===== config.mk =====
export PLATFORM = sky130hd
export DESIGN_NAME = phy_serial_link
export DESIGN_NICKNAME = d
export VERILOG_FILES = /design/src/rtl/phy_serial_link_pkg.sv /design/src/rtl/phy_serial_rx.sv /design/src/rtl/phy_serial_link.sv
export SDC_FILE = /design/constraint.sdc
export NUM_CORES = 1
export LEC_CHECK = 0
export BUFFER_PORTS_ARGS = -buffer_cell sky130_fd_sc_hd__buf_2
export CORE_ASPECT_RATIO = 1.4
export CORE_MARGIN = 5
export CORE_UTILIZATION = 58
export CTS_BUF_LIST = sky130_fd_sc_hd__clkbuf_16
export DETAILED_ROUTE_END_ITERATION = 8
export PLACE_DENSITY = 0.85
export SETUP_SLACK_MARGIN = 0.5
export SLEW_MARGIN = 40
export SYNTH_ARGS = -nofsm -noshare
export SYNTH_HDL_FRONTEND = slang
export SYNTH_SLANG_ARGS = --single-unit

===== constraint.sdc =====
create_clock -name clk -period 3.9 [get_ports clk]
set_input_delay 0.39 -clock clk [delete_from_list [all_inputs] [get_ports clk]]
set_output_delay 0.39 -clock clk [all_outputs]
set_load 0.005 [all_outputs]

===== src/rtl/phy_serial_link_pkg.sv =====
// Shared types and default symbols for the serial PHY link.
// Both the transmit top and the receive sub-module import this package.
package phy_serial_link_pkg;

    typedef enum logic {
        TX_TRAIN = 1'b0,
        TX_DATA  = 1'b1
    } tx_state_e;

    typedef enum logic [1:0] {
        RX_HUNT   = 2'd0,
        RX_TRAIN  = 2'd1,
        RX_ACTIVE = 2'd2
    } rx_state_e;

    localparam logic [7:0] DEFAULT_COM  = 8'hBC;
    localparam logic [7:0] DEFAULT_IDLE = 8'h7C;

endpackage


===== src/rtl/phy_serial_rx.sv =====
// Receive path: hunts for COM, trains on consecutive aligned COMs,
// then deserialises boundary words and demultiplexes them onto lanes.
module phy_serial_rx
    import phy_serial_link_pkg::*;
#(
    parameter int               LANES       = 4,
    parameter int               WIDTH       = 8,
    parameter logic [WIDTH-1:0] COM         = WIDTH'(DEFAULT_COM),
    parameter logic [WIDTH-1:0] IDLE        = WIDTH'(DEFAULT_IDLE),
    parameter int               ALIGN_COUNT = 4
) (
    input  logic                     clk,
    input  logic                     reset,
    input  logic                     serial_in,
    output logic [LANES*WIDTH-1:0]   out_data,
    output logic [LANES-1:0]         out_valid,
    output logic                     active
);

    localparam int BW = $clog2(WIDTH);
    localparam int LW = $clog2(LANES);
    localparam int CW = $clog2(ALIGN_COUNT + 1);

    rx_state_e              state_q;
    logic [WIDTH-1:0]       sr_q;
    logic [WIDTH-1:0]       word_d;
    logic [BW-1:0]          bit_cnt_q;
    logic [CW-1:0]          com_cnt_q;
    logic [LW-1:0]          lane_q;
    logic [LW-1:0]          lane_next;
    logic                   boundary;
    logic                   dlv_q;
    logic [LW-1:0]          dlv_lane_q;
    logic [WIDTH-1:0]       dlv_word_q;
    logic                   active_q;
    logic [LANES*WIDTH-1:0] out_data_q;
    logic [LANES-1:0]       out_valid_q;

    // The word including the bit arriving this cycle, so decisions land on the word's last bit.
    assign word_d    = {sr_q[WIDTH-2:0], serial_in};
    assign boundary  = (bit_cnt_q == BW'(WIDTH - 1));
    assign lane_next = (lane_q == LW'(LANES - 1)) ? '0 : lane_q + 1'b1;

    always_ff @(posedge clk or posedge reset) begin
        if (reset) begin
            state_q     <= RX_HUNT;
            sr_q        <= '0;
            bit_cnt_q   <= '0;
            com_cnt_q   <= '0;
            lane_q      <= '0;
            dlv_q       <= 1'b0;
            dlv_lane_q  <= '0;
            dlv_word_q  <= '0;
            active_q    <= 1'b0;
            out_data_q  <= '0;
            out_valid_q <= '0;
        end else begin
            sr_q        <= word_d;
            bit_cnt_q   <= boundary ? '0 : bit_cnt_q + 1'b1;
            dlv_q       <= 1'b0;
            out_valid_q <= '0;

            // Delivered words pass through one output stage before reaching the lane registers.
            if (dlv_q) begin
                for (int i = 0; i < LANES; i++) begin
                    if (dlv_lane_q == LW'(i)) begin
                        out_data_q[i*WIDTH +: WIDTH] <= dlv_word_q;
                        out_valid_q[i]               <= 1'b1;
                    end
                end
            end

            case (state_q)
                RX_HUNT: begin
                    if (word_d == COM) begin
                        bit_cnt_q <= '0;
                        com_cnt_q <= CW'(1);
                        if (ALIGN_COUNT == 1) begin
                            state_q  <= RX_ACTIVE;
                            active_q <= 1'b1;
                            lane_q   <= '0;
                        end else begin
                            state_q <= RX_TRAIN;
                        end
                    end
                end
                RX_TRAIN: begin
                    if (boundary) begin
                        if (word_d == COM) begin
                            com_cnt_q <= com_cnt_q + 1'b1;
                            if (com_cnt_q == CW'(ALIGN_COUNT - 1)) begin
                                state_q  <= RX_ACTIVE;
                                active_q <= 1'b1;
                                lane_q   <= '0;
                            end
                        end else begin
                            state_q   <= RX_HUNT;
                            com_cnt_q <= '0;
                        end
                    end
                end
                RX_ACTIVE: begin
                    // A COM here means the transmitter is retraining, so realign the lane order.
                    if (boundary) begin
                        if (word_d == COM) begin
                            lane_q <= '0;
                        end else if (word_d == IDLE) begin
                            lane_q <= lane_next;
                        end else begin
                            dlv_q      <= 1'b1;
                            dlv_lane_q <= lane_q;
                            dlv_word_q <= word_d;
                            lane_q     <= lane_next;
                        end
                    end
                end
                default: state_q <= RX_HUNT;
            endcase
        end
    end

    assign out_data  = out_data_q;
    assign out_valid = out_valid_q;
    assign active    = active_q;

endmodule


===== src/rtl/phy_serial_link.sv =====
// Single-clock serial PHY link: round-robin lane transmitter with COM training
// and IDLE fill, plus the receive path instantiated from phy_serial_rx.
module phy_serial_link
    import phy_serial_link_pkg::*;
#(
    parameter int               LANES       = 4,
    parameter int               WIDTH       = 8,
    parameter logic [WIDTH-1:0] COM         = WIDTH'(DEFAULT_COM),
    parameter logic [WIDTH-1:0] IDLE        = WIDTH'(DEFAULT_IDLE),
    parameter int               TRAIN_WORDS = 8,
    parameter int               ALIGN_COUNT = 4
) (
    input  logic                   clk,
    input  logic                   reset,
    input  logic [LANES*WIDTH-1:0] in_data,
    input  logic [LANES-1:0]       in_valid,
    output logic [LANES-1:0]       in_take,
    output logic                   serial_out,
    input  logic                   serial_in,
    output logic [LANES*WIDTH-1:0] out_data,
    output logic [LANES-1:0]       out_valid,
    output logic                   active
);

    localparam int BW = $clog2(WIDTH);
    localparam int LW = $clog2(LANES);
    localparam int TW = $clog2(TRAIN_WORDS);

    tx_state_e        tx_state_q;
    logic [BW-1:0]    bit_cnt_q;
    logic [LW-1:0]    lane_cnt_q;
    logic [TW-1:0]    train_cnt_q;
    logic [WIDTH-1:0] tx_sr_q;
    logic [LANES-1:0] in_take_q;
    logic [WIDTH-1:0] lane_word;
    logic             word_end;
    logic             take_pending;

    assign word_end = (bit_cnt_q == BW'(WIDTH - 1));
    // The next slot carries lane data once training is over or its last COM is on the line.
    assign take_pending = (tx_state_q == TX_DATA) || (train_cnt_q == TW'(TRAIN_WORDS - 1));

    always_comb begin
        lane_word = IDLE;
        for (int i = 0; i < LANES; i++) begin
            if ((lane_cnt_q == LW'(i)) && in_valid[i]) begin
                lane_word = in_data[i*WIDTH +: WIDTH];
            end
        end
    end

    always_ff @(posedge clk or posedge reset) begin
        if (reset) begin
            tx_state_q  <= TX_TRAIN;
            bit_cnt_q   <= '0;
            lane_cnt_q  <= '0;
            train_cnt_q <= '0;
            tx_sr_q     <= COM;
            in_take_q   <= '0;
        end else begin
            in_take_q <= '0;
            if ((bit_cnt_q == BW'(WIDTH - 2)) && take_pending) begin
                in_take_q <= LANES'(1) << lane_cnt_q;
            end
            if (word_end) begin
                bit_cnt_q <= '0;
                if (take_pending) begin
                    tx_state_q <= TX_DATA;
                    tx_sr_q    <= lane_word;
                    lane_cnt_q <= (lane_cnt_q == LW'(LANES - 1)) ? '0 : lane_cnt_q + 1'b1;
                end else begin
                    tx_sr_q     <= COM;
                    train_cnt_q <= train_cnt_q + 1'b1;
                end
            end else begin
                bit_cnt_q <= bit_cnt_q + 1'b1;
                tx_sr_q   <= {tx_sr_q[WIDTH-2:0], 1'b0};
            end
        end
    end

    // The shifter resets holding the first COM so its MSB is on the line right after release.
    assign serial_out = tx_sr_q[WIDTH-1] & ~reset;
    assign in_take    = in_take_q;

    phy_serial_rx #(
        .LANES       (LANES),
        .WIDTH       (WIDTH),
        .COM         (COM),
        .IDLE        (IDLE),
        .ALIGN_COUNT (ALIGN_COUNT)
    ) u_rx (
        .clk       (clk),
        .reset     (reset),
        .serial_in (serial_in),
        .out_data  (out_data),
        .out_valid (out_valid),
        .active    (active)
    );

endmodule


; Yosys cells after proc, flatten, opt, wreduce, memory -nomap -nowiden
; Index checks and enable logic that the tools add are counted.
[word_totals]
register_bits = 86
input_bits = 39
out_inout_bits = 42
[op_classes]
addsub = 6
n_eq_ne = 22
shifts = 1
n_mux = 37
bitwise = 6
reduce_logical = 22
[ops]
columns = cell, n
row1 = 8-bit 2-to-1 mux, 6
row2 = 2-bit 2-to-1 mux, 11
row3 = 3-bit 2-to-1 mux, 7
row4 = "3-bit by 1-bit adder with 3-bit output, second input constant", 4
row5 = "2-bit equality test, second input constant", 6
row6 = "3-bit equality test, second input constant", 4
row7 = 2-bit AND reduction, 6
row8 = 4-bit AND reduction, 3
row9 = "2-bit by 1-bit inequality test with 1-bit output, second input constant", 5
row10 = "8-bit by 7-bit equality test with 1-bit output, second input constant", 1
row11 = "8-bit equality test, second input constant", 1
row12 = 1-bit 2-to-1 mux, 8
row13 = 4-bit 2-to-1 mux, 2
row14 = "2-bit by 1-bit equality test with 1-bit output, second input constant", 3
row15 = 2-bit logical NOT, 3
row16 = 2-bit one-hot mux with 3 select lines, 1
row17 = 3-bit one-hot mux with 2 select lines, 1
row18 = 1-bit logical AND, 5
row19 = 1-bit inverter, 5
row20 = 5-bit AND reduction, 1
row21 = "2-bit by 1-bit adder with 2-bit output, second input constant", 2
row22 = 2-bit one-hot mux with 2 select lines, 1
row23 = 2-bit nonzero test, 2
row24 = "1-bit by 2-bit << shifter with 4-bit output, first input constant", 1
row25 = other kinds (5), 5

; Longest topological paths before layout
[depth]
depth_word = 8
ltp_mapped = 7

; Hierarchy
; A second synthesis with hierarchy kept.
[hier_totals]
hier_cells = 322
hier_area_um2 = 3962.6
[by_module_without_submodules]
columns = mod, n_inst, cells_each, area_per_inst_um2, seq_area_each_um2
row1 = phy_serial_rx, 1, 193, 2623.8, 1626.6
row2 = phy_serial_link, 1, 129, 1338.8, 531.8

; Least setup slack after synthesis
; OpenSTA, ideal clock, no wires.
[synth_path]
path_kind = reg2reg
startpoint = reg train_cnt_q[0]
endpoint = reg train_cnt_q[1]
setup_time_ps = 125
arrival_time_ps = 1512
slack_ps = 2263
path_stages_with_launch = 5
path_buffers = 0
path_cell_list = dfrtp_1 > ha_1 > ha_1 > nor3b_1 > mux2_2
[synth_between]
elab_chain_len = 4
[synth_lines]
columns = item, line
row1 = start: declaration, phy_serial_link.sv:32  ; logic [TW-1:0] train_cnt_q;
row2 = start signal: assignment, phy_serial_link.sv:73  ; train_cnt_q <= train_cnt_q + 1'b1;
row3 = 3-bit equality test, phy_serial_link.sv:41  ; assign take_pending = (tx_state_q == TX_DATA) || (train_cnt_q == TW'(TRAIN_WORDS - 1));
row4 = 1-bit logical OR, phy_serial_link.sv:41
row5 = 1-bit inverter (no source line), -
row6 = 2-bit AND reduction (no source line), -
; Several ways; a longest one is shown, not always the timed one.
; A chain may end at the register's enable or synchronous reset.

; Worst setup path in the final report
[layout_path]
startpoint = reg u_rx.bit_cnt_q[0]
endpoint = reg u_rx.dlv_word_q[2]
[layout_between]
elab_chain_len = 2
[layout_lines]
columns = item, line
row1 = start: declaration, phy_serial_rx.sv:27  ; logic [BW-1:0] bit_cnt_q;
row2 = start signal: assignment, phy_serial_rx.sv:59  ; bit_cnt_q <= boundary ? '0 : bit_cnt_q + 1'b1;
row3 = 3-bit equality test, phy_serial_rx.sv:41  ; assign boundary = (bit_cnt_q == BW'(WIDTH - 1));
row4 = 4-bit AND reduction (no source line), -
row5 = end signal: assignment, phy_serial_rx.sv:112  ; dlv_word_q <= word_d;
row6 = end: declaration, phy_serial_rx.sv:34  ; logic [WIDTH-1:0] dlv_word_q;
; No other way between the ends.

==> run_results.csv <==
group,metric,value,unit
finish,fillers,419,
pwr,cellLeakagePower,2.176,nW
critical_path,crit_fanout,12,
detailed_routing,vias_per_cell,5.559,
clocking,cts_root_buffer,"clkbuf_16",
floorplanning,ios,81,
synth,netlist_area,3607,um2
placement,post_dp_cell_area,4079,um2
min_path,hold_class,"input port to asynchronous set/reset pin",
timing,slew_violations,0,
pwr,irDropWorstVdd,0.3031,mV
detailed_routing,top_layer,"met4",
synth,ys_top_cells_by_area,"dfrtp_1 56%, mux2_2 6.2%, nand2_1 5.8%, ha_1 4.9%, dfstp_2 3.6%",
floorplanning,die_w,76.65,um
timing,rsz0062_at_grt,"no",
timing,min_period_over_period,0.5169,
placement,numPortBuffers,80,
critical_path,slowest_stage,"nand3b_1",
detailed_routing,route.detailed.drc,0,
detailed_routing,ant_nets,0,
synth,synth_ff_type,"dfrtp_1",
clocking,clk_latency,330,ps
finish,fin_area,4359,um2
critical_path,timing.critical_path.buf_inv,0,
synth,synth-seq-cells,86,
clocking,cts_tree,"done",
grt,grt_pass1_wl,12.55,mm
clocking,cts_buffers,9,
critical_path,cp_data_arrival_time,2230,ps
critical_path,crit_required,4110,ps
synth,syn_inst,311,
detailed_routing,wirelength,7.270,mm
synth,syn-num-nets,364,
timing,setup-violations-final,0,
floorplanning,fp.dieH,103.3,um
floorplanning,core-area,6126,um2
timing,hold_viol,0,
job,maxCapViolCount,0,
critical_path,critical_path_class,"register to register",
synth,async_reset_ff_frac,1.000,
outcome,outcome,"finished, final reports clean",
detailed_routing,wl_met3,501,um
detailed_routing,m1WireLength,2.885,mm
timing,hold_slack,67.44,ps
timing,max_freq,0.4961,GHz
synth,avgSynthCellArea,11.60,um2
finish,regArea,2158,um2
detailed_routing,dr.pass1.iters,4,
grt,grt_max_degree,52,
finish,nets,448,
clocking,holdBufCountCts,0,
grt,grt_use_total,0.1986,
detailed_routing,via_count,2624,
finish,diodes,0,
clocking,cts_max_path_buffers,2,
grt,grt_pass1_vias,2713,
clocking,cts_sinks,86,
timing,post-route-min-period,2016,ps
critical_path,slowest_delay,390,ps
critical_path,cp-start-kind,"register",
synth,yosys_warnings,0,
detailed_routing,wl_met2,3.715,mm
synth,yosysSeqAreaShare,0.5983,
clocking,post_cts_buffers,0,
synth,synth_commonest_cells,"81 x dfrtp_1, 56 x nand2_1, 20 x mux2_2, 16 x inv_1, 16 x o21ai_0",
finish,multiInputGateArea,1358,um2
synth,synth_top_area_frac,0.5619,
grt,grt.overflow.total,0,
clocking,h-tree-depth,3,
detailed_routing,drt-initial-drc-count,94,
timing,tns,0,ps
critical_path,critPathCaptureType,"register",
placement,hpwl,5.420,mm
synth,synth-edff-count,0,
timing,setup_slack,1884,ps
synth,synth.most_common_cell,"dfrtp_1",
floorplanning,placementRows,34,
critical_path,cp_common_cell,"ha_1",
placement,gp_congestion,0.8602,
finish,drive_gt1_frac,0.3175,
floorplanning,die_area,7919,um2
finish,area_growth,20.85,%
synth,synth_cell_types,46,
synth,synth_area_leader_cell,"dfrtp_1",
floorplanning,start_util,0.5888,
timing,relSlewSlack,0.5443,
critical_path,path_delay_family,"adder cells",
clocking,clkTransAtPathRegs,60,ps
grt,grt_antenna_before_repair,0,
placement,place_ws,1895,ps
critical_path,worstPathCellList,"ha_1 > ha_1 > nand3b_1 > a21oi_4 > mux2_2",
timing,skew,7.016,ps
clocking,cts_resized,0,
timing,tightest_slew,680.6,ps
detailed_routing,wire_per_inst,15.40,um
pwr,powerDensity,425.9,nW/um2
finish,fin_util,0.7116,
==> cell families (layout without fill, tap and decap cells) <==
family / Yosys count / in the layout / synth area share
xor gates and xnor gates: 2 / 2 / 0.004857
buffers and inverters: 24 / 113 / 0.02671
adders and majority gates: 14 / 14 / 0.04856
DFF: 86 / 86 / 0.5983
muxes: 20 / 20 / 0.06244
AOI/OAI and AO/OA: 62 / 62 / 0.1193
and+or+nand+nor: 103 / 103 / 0.1398
==> path summary, 6_finish.rpt <==
check	from	end	slack (ps)	depth (start not counted)
max	u_rx.bit_cnt_q[0]	u_rx.dlv_word_q[2]	1880	5
min	reset	train_cnt_q[2]	70	2
max reg2reg	u_rx.bit_cnt_q[0]	u_rx.dlv_word_q[2]	1880	5
min reg2reg	u_rx.sr_q[0]	u_rx.sr_q[1]	430	0
max in group asynchronous	reset	u_rx.out_data[5]	3040	3
min in group clk	serial_in	u_rx.sr_q[0]	240	1
==> worst register-to-register path, cell delays in order, from the launching register on <==
cell and delay [ps]:
dfrtp_1 350, ha_1 150, ha_1 280, nand3b_1 390, a21oi_4 360, mux2_2 370
==> flip-flops by register name, indices dropped and copies added, names as in the netlist, 3 cells and up <==
signal,flops
bit_cnt_q,3
u_rx.sr_q,7
u_rx.com_cnt_q,3
tx_sr_q,8
train_cnt_q,3
u_rx.dlv_word_q,8
in_take,4
u_rx.bit_cnt_q,3
u_rx.out_data,32
u_rx.out_valid,4
==> metal layers <==
metal | GRT usage | vias to the layer above
met1 | 0.2293 | 1259
met2 | 0.3522 | 87
met5 | 0 | -
li1 | - | 1264
met4 | 0.07268 | 0
met3 | 0.05979 | 14
==> stage by stage <==
stage | power (mW) | cells
floorplan | 1.017 | 311
global placement | 1.079 | 456
detailed placement | 1.085 | 456
CTS | 1.879 | 472
global route | 1.937 | 472
finish | 1.857 | 472
==> cell usage in the layout (no fill, tap or decap), types with 2 or more instances in the layout <==
cell and instances:
and3_1 2, clkbuf_16 9, nor3b_1 2, buf_2 80, o21ai_0 16, mux2_2 20
ha_1 14, nand2_1 56, nor2_1 6, and2_1 6, a221oi_1 2, o22a_1 3
a211oi_1 3, a32o_1 3, clkinv_4 2, a31oi_1 7, a21oi_1 5, nand3b_1 3
inv_6 4, nand4_1 2, nor3_1 5, o221ai_1 5, inv_1 16, nand2b_1 2
o22ai_1 8, dfstp_2 5, nor2b_1 7, xor2_1 2, nand3_1 4, dfrtp_1 81
==> report_power, final <==
part / leakage [nW] / internal, mW / switching [mW]
sequential: 1.05 / 0.929 / 0.0261
combinational: 0.991 / 0.0543 / 0.0557
clock: 0.139 / 0.439 / 0.352
total: 2.18 / 1.42 / 0.434
==> layout make-up <==
type / count / share of cell area
well taps: 72 / 0.02067
multi-input cells: 201 / 0.3114
clock inverters: 7 / 0.01263
repair buffers: 81 / 0.09357
inverters: 16 / 0.01493
clock buffers: 9 / 0.05166
flip-flops and latches: 86 / 0.4951
(Power assumes the default switching activity.)
